File: src/rtl/regfile_pkg.sv
// Shared types and sizes for the register-file write-back path.
package regfile_pkg;

    localparam int DATA_W   = 64;
    localparam int ADDR_W   = 5;
    localparam int NUM_REGS = 32;

    typedef struct packed {
        logic [ADDR_W-1:0] addr;
        logic [DATA_W-1:0] data;
    } wb_entry_t;

endpackage

File: src/rtl/wb_queue.sv
// Generic DEPTH-entry in-order FIFO of write-back entries. The entry array and
// per-slot valid bits are exposed so the top level can search in-flight writes.
module wb_queue
    import regfile_pkg::*;
#(
    parameter int DEPTH = 4
) (
    input  logic                         clk,
    input  logic                         rst_n,
    input  logic                         push_i,
    input  wb_entry_t                    push_entry_i,
    input  logic                         pop_i,
    output logic                         full_o,
    output logic                         empty_o,
    output logic [$clog2(DEPTH+1)-1:0]   count_o,
    output wb_entry_t                    head_o,
    output wb_entry_t [DEPTH-1:0]        entries_o,
    output logic [DEPTH-1:0]             valid_o,
    output logic [$clog2(DEPTH)-1:0]     rd_ptr_o
);

    localparam int PTR_W = $clog2(DEPTH);
    localparam int CNT_W = $clog2(DEPTH+1);

    wb_entry_t [DEPTH-1:0] entries_q;
    logic [DEPTH-1:0]      valid_q,  valid_d;
    logic [PTR_W-1:0]      wr_ptr_q, wr_ptr_d;
    logic [PTR_W-1:0]      rd_ptr_q, rd_ptr_d;
    logic [CNT_W-1:0]      count_q,  count_d;
    logic                  push_ok_s;
    logic                  pop_ok_s;

    assign full_o    = (count_q == CNT_W'(DEPTH));
    assign empty_o   = (count_q == CNT_W'(0));
    assign push_ok_s = push_i & ~full_o;
    assign pop_ok_s  = pop_i & ~empty_o;

    assign count_o   = count_q;
    assign head_o    = entries_q[rd_ptr_q];
    assign entries_o = entries_q;
    assign valid_o   = valid_q;
    assign rd_ptr_o  = rd_ptr_q;

    // Next-state for pointers, occupancy and valid bits; pointers wrap modulo DEPTH.
    always_comb begin
        wr_ptr_d = wr_ptr_q;
        rd_ptr_d = rd_ptr_q;
        count_d  = count_q;
        valid_d  = valid_q;
        if (pop_ok_s) begin
            rd_ptr_d          = rd_ptr_q + PTR_W'(1);
            valid_d[rd_ptr_q] = 1'b0;
        end else begin
            rd_ptr_d = rd_ptr_q;
        end
        if (push_ok_s) begin
            wr_ptr_d          = wr_ptr_q + PTR_W'(1);
            valid_d[wr_ptr_q] = 1'b1;
        end else begin
            wr_ptr_d = wr_ptr_q;
        end
        case ({push_ok_s, pop_ok_s})
            2'b10:   count_d = count_q + CNT_W'(1);
            2'b01:   count_d = count_q - CNT_W'(1);
            default: count_d = count_q;
        endcase
    end

    // Control state register.
    always_ff @(posedge clk or negedge rst_n) begin
        if (!rst_n) begin
            wr_ptr_q <= PTR_W'(0);
            rd_ptr_q <= PTR_W'(0);
            count_q  <= CNT_W'(0);
            valid_q  <= DEPTH'(0);
        end else begin
            wr_ptr_q <= wr_ptr_d;
            rd_ptr_q <= rd_ptr_d;
            count_q  <= count_d;
            valid_q  <= valid_d;
        end
    end

    // Entry storage, written at the tail on an accepted push.
    always_ff @(posedge clk or negedge rst_n) begin
        if (!rst_n) begin
            for (int i = 0; i < DEPTH; i++) begin
                entries_q[i] <= '{addr: ADDR_W'(0), data: DATA_W'(0)};
            end
        end else if (push_ok_s) begin
            entries_q[wr_ptr_q] <= push_entry_i;
        end
    end

endmodule

File: src/rtl/regfile_wb_queue.sv
// Write-back queue for the 32 x 64-bit register file: r0 filter, one drain per
// cycle and an optional in-flight lookup enabled by REGFILE_WB_FWD_EN.
module regfile_wb_queue
    import regfile_pkg::*;
#(
    parameter int DEPTH = 4
) (
    input  logic                         clk,
    input  logic                         rst_n,
    input  logic                         in_valid,
    output logic                         in_ready,
    input  logic [ADDR_W-1:0]            in_addr,
    input  logic [DATA_W-1:0]            in_data,
    input  logic                         wb_stall,
    output logic                         out_we,
    output logic [ADDR_W-1:0]            out_wa,
    output logic [DATA_W-1:0]            out_wd,
    output logic [$clog2(DEPTH+1)-1:0]   count,
    input  logic [ADDR_W-1:0]            fwd_ra,
    output logic                         fwd_hit,
    output logic [DATA_W-1:0]            fwd_data
);

    localparam int PTR_W = $clog2(DEPTH);

    wb_entry_t             push_entry_s;
    wb_entry_t             head_s;
    wb_entry_t [DEPTH-1:0] entries_s;
    logic [DEPTH-1:0]      valid_s;
    logic [PTR_W-1:0]      rd_ptr_s;
    logic                  full_s;
    logic                  empty_s;
    logic                  accept_s;
    logic                  push_s;
    logic                  pop_s;

    // Ready depends on state only, so a full queue refuses even while it drains.
    assign in_ready     = rst_n & ~full_s;
    assign accept_s     = in_valid & in_ready;
    assign push_s       = accept_s & (in_addr != ADDR_W'(0));
    assign push_entry_s = '{addr: in_addr, data: in_data};
    assign pop_s        = ~empty_s & ~wb_stall;

    wb_queue #(
        .DEPTH (DEPTH)
    ) u_queue (
        .clk          (clk),
        .rst_n        (rst_n),
        .push_i       (push_s),
        .push_entry_i (push_entry_s),
        .pop_i        (pop_s),
        .full_o       (full_s),
        .empty_o      (empty_s),
        .count_o      (count),
        .head_o       (head_s),
        .entries_o    (entries_s),
        .valid_o      (valid_s),
        .rd_ptr_o     (rd_ptr_s)
    );

    // Regfile port follows the head; idle address/data are forced to zero.
    always_comb begin
        out_we = pop_s;
        if (empty_s) begin
            out_wa = ADDR_W'(0);
            out_wd = DATA_W'(0);
        end else begin
            out_wa = head_s.addr;
            out_wd = head_s.data;
        end
    end

`ifdef REGFILE_WB_FWD_EN
    logic [PTR_W-1:0] fwd_idx_s;

    // Walk oldest to youngest so the last match is the youngest entry.
    always_comb begin
        fwd_hit   = 1'b0;
        fwd_data  = DATA_W'(0);
        fwd_idx_s = rd_ptr_s;
        for (int i = 0; i < DEPTH; i++) begin
            fwd_idx_s = rd_ptr_s + PTR_W'(i);
            if (valid_s[fwd_idx_s] && (entries_s[fwd_idx_s].addr == fwd_ra) &&
                (fwd_ra != ADDR_W'(0))) begin
                fwd_hit  = 1'b1;
                fwd_data = entries_s[fwd_idx_s].data;
            end else begin
                fwd_hit  = fwd_hit;
                fwd_data = fwd_data;
            end
        end
    end
`else
    logic unused_fwd_s;

    assign unused_fwd_s = ^{rd_ptr_s, valid_s, entries_s, fwd_ra};
    assign fwd_hit      = 1'b0;
    assign fwd_data     = DATA_W'(0);
`endif

endmodule

File: config.mk
export PLATFORM = sky130hd
export DESIGN_NAME = regfile_wb_queue
export DESIGN_NICKNAME = d
export VERILOG_FILES = /design/src/rtl/regfile_pkg.sv /design/src/rtl/wb_queue.sv /design/src/rtl/regfile_wb_queue.sv
export SDC_FILE = /design/constraint.sdc
export NUM_CORES = 1
export LEC_CHECK = 0
export ABC_CLOCK_PERIOD_IN_PS = 2200
export CAP_MARGIN = 20
export CORE_MARGIN = 5
export CORE_UTILIZATION = 44
export CTS_BUF_LIST = sky130_fd_sc_hd__clkbuf_8
export CTS_CLUSTER_SIZE = 20
export DETAILED_ROUTE_END_ITERATION = 8
export PLACE_DENSITY = 0.8
export SETUP_SLACK_MARGIN = 0.5
export SLEW_MARGIN = 40
export SYNTH_ARGS = -nofsm -noshare
export SYNTH_HDL_FRONTEND = slang
export SYNTH_SLANG_ARGS = --single-unit
File: constraint.sdc
create_clock -name clk -period 2.2 [get_ports clk]
set_input_delay 0.44 -clock clk [delete_from_list [all_inputs] [get_ports clk]]
set_output_delay 0.44 -clock clk [all_outputs]
set_load 0.01 [all_outputs]
==> out/qor.txt <==
Post-synth ARST share: 1.00
Pleak: 0.00970 uW
cell area after synthesis: 13,200 sq um
DR WL/cell: 24.1 microns
M3 GR Usage: 0.0351
top cells by count, synth: dfrtp_1 (283), mux2_2 (263), nor2b_1 (70)
Slew @ Worst Pin: 0.774 ns
vias: 8,286
grt total ovfl: 0
Layout area overhead: 47.7%
# diodes: 0
sequential element share of the synthesized area: 0.536
first drt pass iteration count: 4
setup TNS: -41.06 ns
Hold Fails Final Rpt: 97
Post-synth EDFFs: 0
Iter 0 DRT Violations: 545
Clock Path Buffers: 3
crit-path cells: buf_12 > buf_6 > buf_12 > mux4_2 > nor2b_1 > buf_2
fin worst setup slack: -0.452 ns
failing checks: hold timing, setup timing
Setup violations, final: 332
CTS tree: done
share of cells above drive strength 1: 0.594
largest family of logic cells by synthesized area: multiplexers
Seq. cell area: 7090 sq um
clk slew on worst S/H paths: 0.06 ns
Synth top area share: 0.536
slowest stage delay, CP: 0.52 ns
number of global-route vias before repair: 8,614
Slew Viols, Final: 0
worst-skew pair later-pin latency: 0.54 ns
Startpoint Class: register
top post-synthesis cells by area: dfrtp_1 (54%), mux2_2 (22%), mux4_2 (12%)
routed wire length: 37,700 microns
status: finished with violations
pwr/cell area: 1590 nW/um^2
clk root buf: clkbuf_8
CTS Sinks: 283
Cell variety after synth: 23
met2 Usage GRT: 0.299
met1 GRT Util: 0.239
CP max FO: 8
Max IR drop VDD: 1.04 mV
ys flop type: dfrtp_1
Adder-Cell Fraction of Synth Area: 0.00626
Critical Path RT: 1.76 ns
Critical Path Sink Type: output pin
port bufs: 146
FILL cells: 1,946
Final GP Congestion: 0.707
largest net degree at the start of global routing: 130
min Tclk post-route: 2.65 ns
gr usage total: 0.178
Worst Hold Slack: -0.0435 ns
Crit path arrival time: 2.21 ns
RSZ-0062 raised after global routing: yes
kind of critical path: reg -> out
Initial Util: 0.445
placed wire-length estimate: 18,000 microns
most used cell, CP: buf_12
cell with the most instances after synthesis: dfrtp_1
Inst Count DP: 1,379
global-route wire length before repair: 47,700 microns
area of the multi-input gates: 7080 sq um
Post-Syn Instances: 849
via/cell ratio: 5.30
Routed Antenna Nets: 0
Max Cap Viol: 0
simple-gate share of the synthesized area: 0.0381
post-synthesis mux area share: 0.354
FMAX: 377 MHz
critical-path cell with the highest stage delay: dfrtp_4
fin cells: 1,564
Slew HR: 0.484
Seq cells post-synth: 283
Final nets: 1,224
die area: 33,600 sq um
Synth area leader: dfrtp_1
fin crit share: 1.21
CTS Buf Count: 47
Worst Clk Skew: 0.0144 ns
H-tree levels: 2
Synth Area in Compound Gates: 0.00190
die width: 183 microns
Avg Inst Size Synth: 15.5 sq um
row cnt: 63
Synth Area in XOR/XNOR: 0.00398
Syn. warnings: 0
drt drc: 0
final core occ: 0.658
num ports: 217
DIE HEIGHT: 183 microns
Hold Path Class: in -> async
core footprint: 29,600 sq um
antenna violations before repair: 0
layer carrying the most global-route usage: met2
[metrics by stage]
stage	total power (uW)	setup WS [ns]	cell area (sq um)
after floorplan	17000	0.317	13800
after global placement	21400	-0.193	15500
after detailed placement	21900	-0.254	15500
after CTS	26500	-0.679	16800
after global routing	32500	-0.515	19500
final	31000	-0.452	19500
[registers in the layout, summed over array words and instances, names as in the netlist]
name,cells
u_queue.count_o,3
u_queue.rd_ptr_o,2
u_queue.wr_ptr_q,2
u_queue.entries_o,276
[path summary, 6_finish.rpt]
| path | start | end | slack (ns) | cells past startpoint |
|---|---|---|---|---|
| worst min-delay path | rst_n | u_queue.entries_o[269]$_DFFE_PN0P_ | -0.04 | 2 |
| worst min register to register | u_queue.entries_o[264]$_DFFE_PN0P_ | u_queue.entries_o[264]$_DFFE_PN0P_ | 0.50 | 1 |
| max in group asynchronous | rst_n | u_queue.entries_o[234]$_DFFE_PN0P_ | 1.11 | 3 |
| worst max-delay path | u_queue.rd_ptr_o[0]$_DFFE_PN0P_ | out_wd[26] | -0.45 | 6 |
| min in group clk | u_queue.entries_o[264]$_DFFE_PN0P_ | u_queue.entries_o[264]$_DFFE_PN0P_ | 0.50 | 1 |
| worst max register to register | u_queue.count_o[1]$_DFFE_PN0P_ | u_queue.entries_o[250]$_DFFE_PN0P_ | -0.20 | 12 |
[area by class of cell]
type,count,share of cell area
sequential,283,0.364
multi-input combinational,512,0.363
timing repair buffer,290,0.198
clock buffer,64,0.0452
tap,390,0.0250
clock inverter,19,0.00379
inverter,6,0.00115
[layer usage]
layer / share of wire / vias up / wire length [microns]
met1: 0.42 / 4431 / 16000
met4: 0.019 / 0 / 707
li1: - / 3516 / -
met5: 0 / - / 0
met3: 0.057 / 54 / 2150
met2: 0.50 / 285 / 18900
[report_power, final]
part	internal (uW)	switching, uW	total [uW]	leakage, uW
Clock	2570	2080	4650	0.000559
Sequential	7850	1580	9430	0.00341
Combinational	11000	5930	17000	0.00573
Total	21500	9590	31000	0.00970
[placed cells by master (no fill, tap or decap), drive strengths merged, types with 3 or more instances in the layout]
cell type	instances
dfrtp	283
conb	65
ha	5
xnor2	3
buf	184
nor2b	70
xor2	3
inv	23
nand2	11
nor2	3
mux2	276
mux4	69
clkbuf	96
clkdlybuf4s50	71
[kinds of logic after synthesis]
logic type      after synthesis
fa+ha+maj                     6
buf+inv                     122
compound gates                2
simple gates                 83
other cells                   1
xor+xnor                      6
flops                       283
mux                         346
[repair_timing]
action	4_1_cts	5_1_grt
pin swaps	3	6
resized for setup	292	429
cloned	10	34
hold endpoints to repair	97	91
endpoints found under the setup margin	352	354
buffers inserted	19	39
[critical path, delay by kind of cell (launching register included)]
kind	cells	cell delay [ns]
buffers and inverters	4	0.55
flip-flops	1	0.52
multiplexers	1	0.44
AND/OR/NAND/NOR	1	0.15
(Power assumes the default switching activity.)
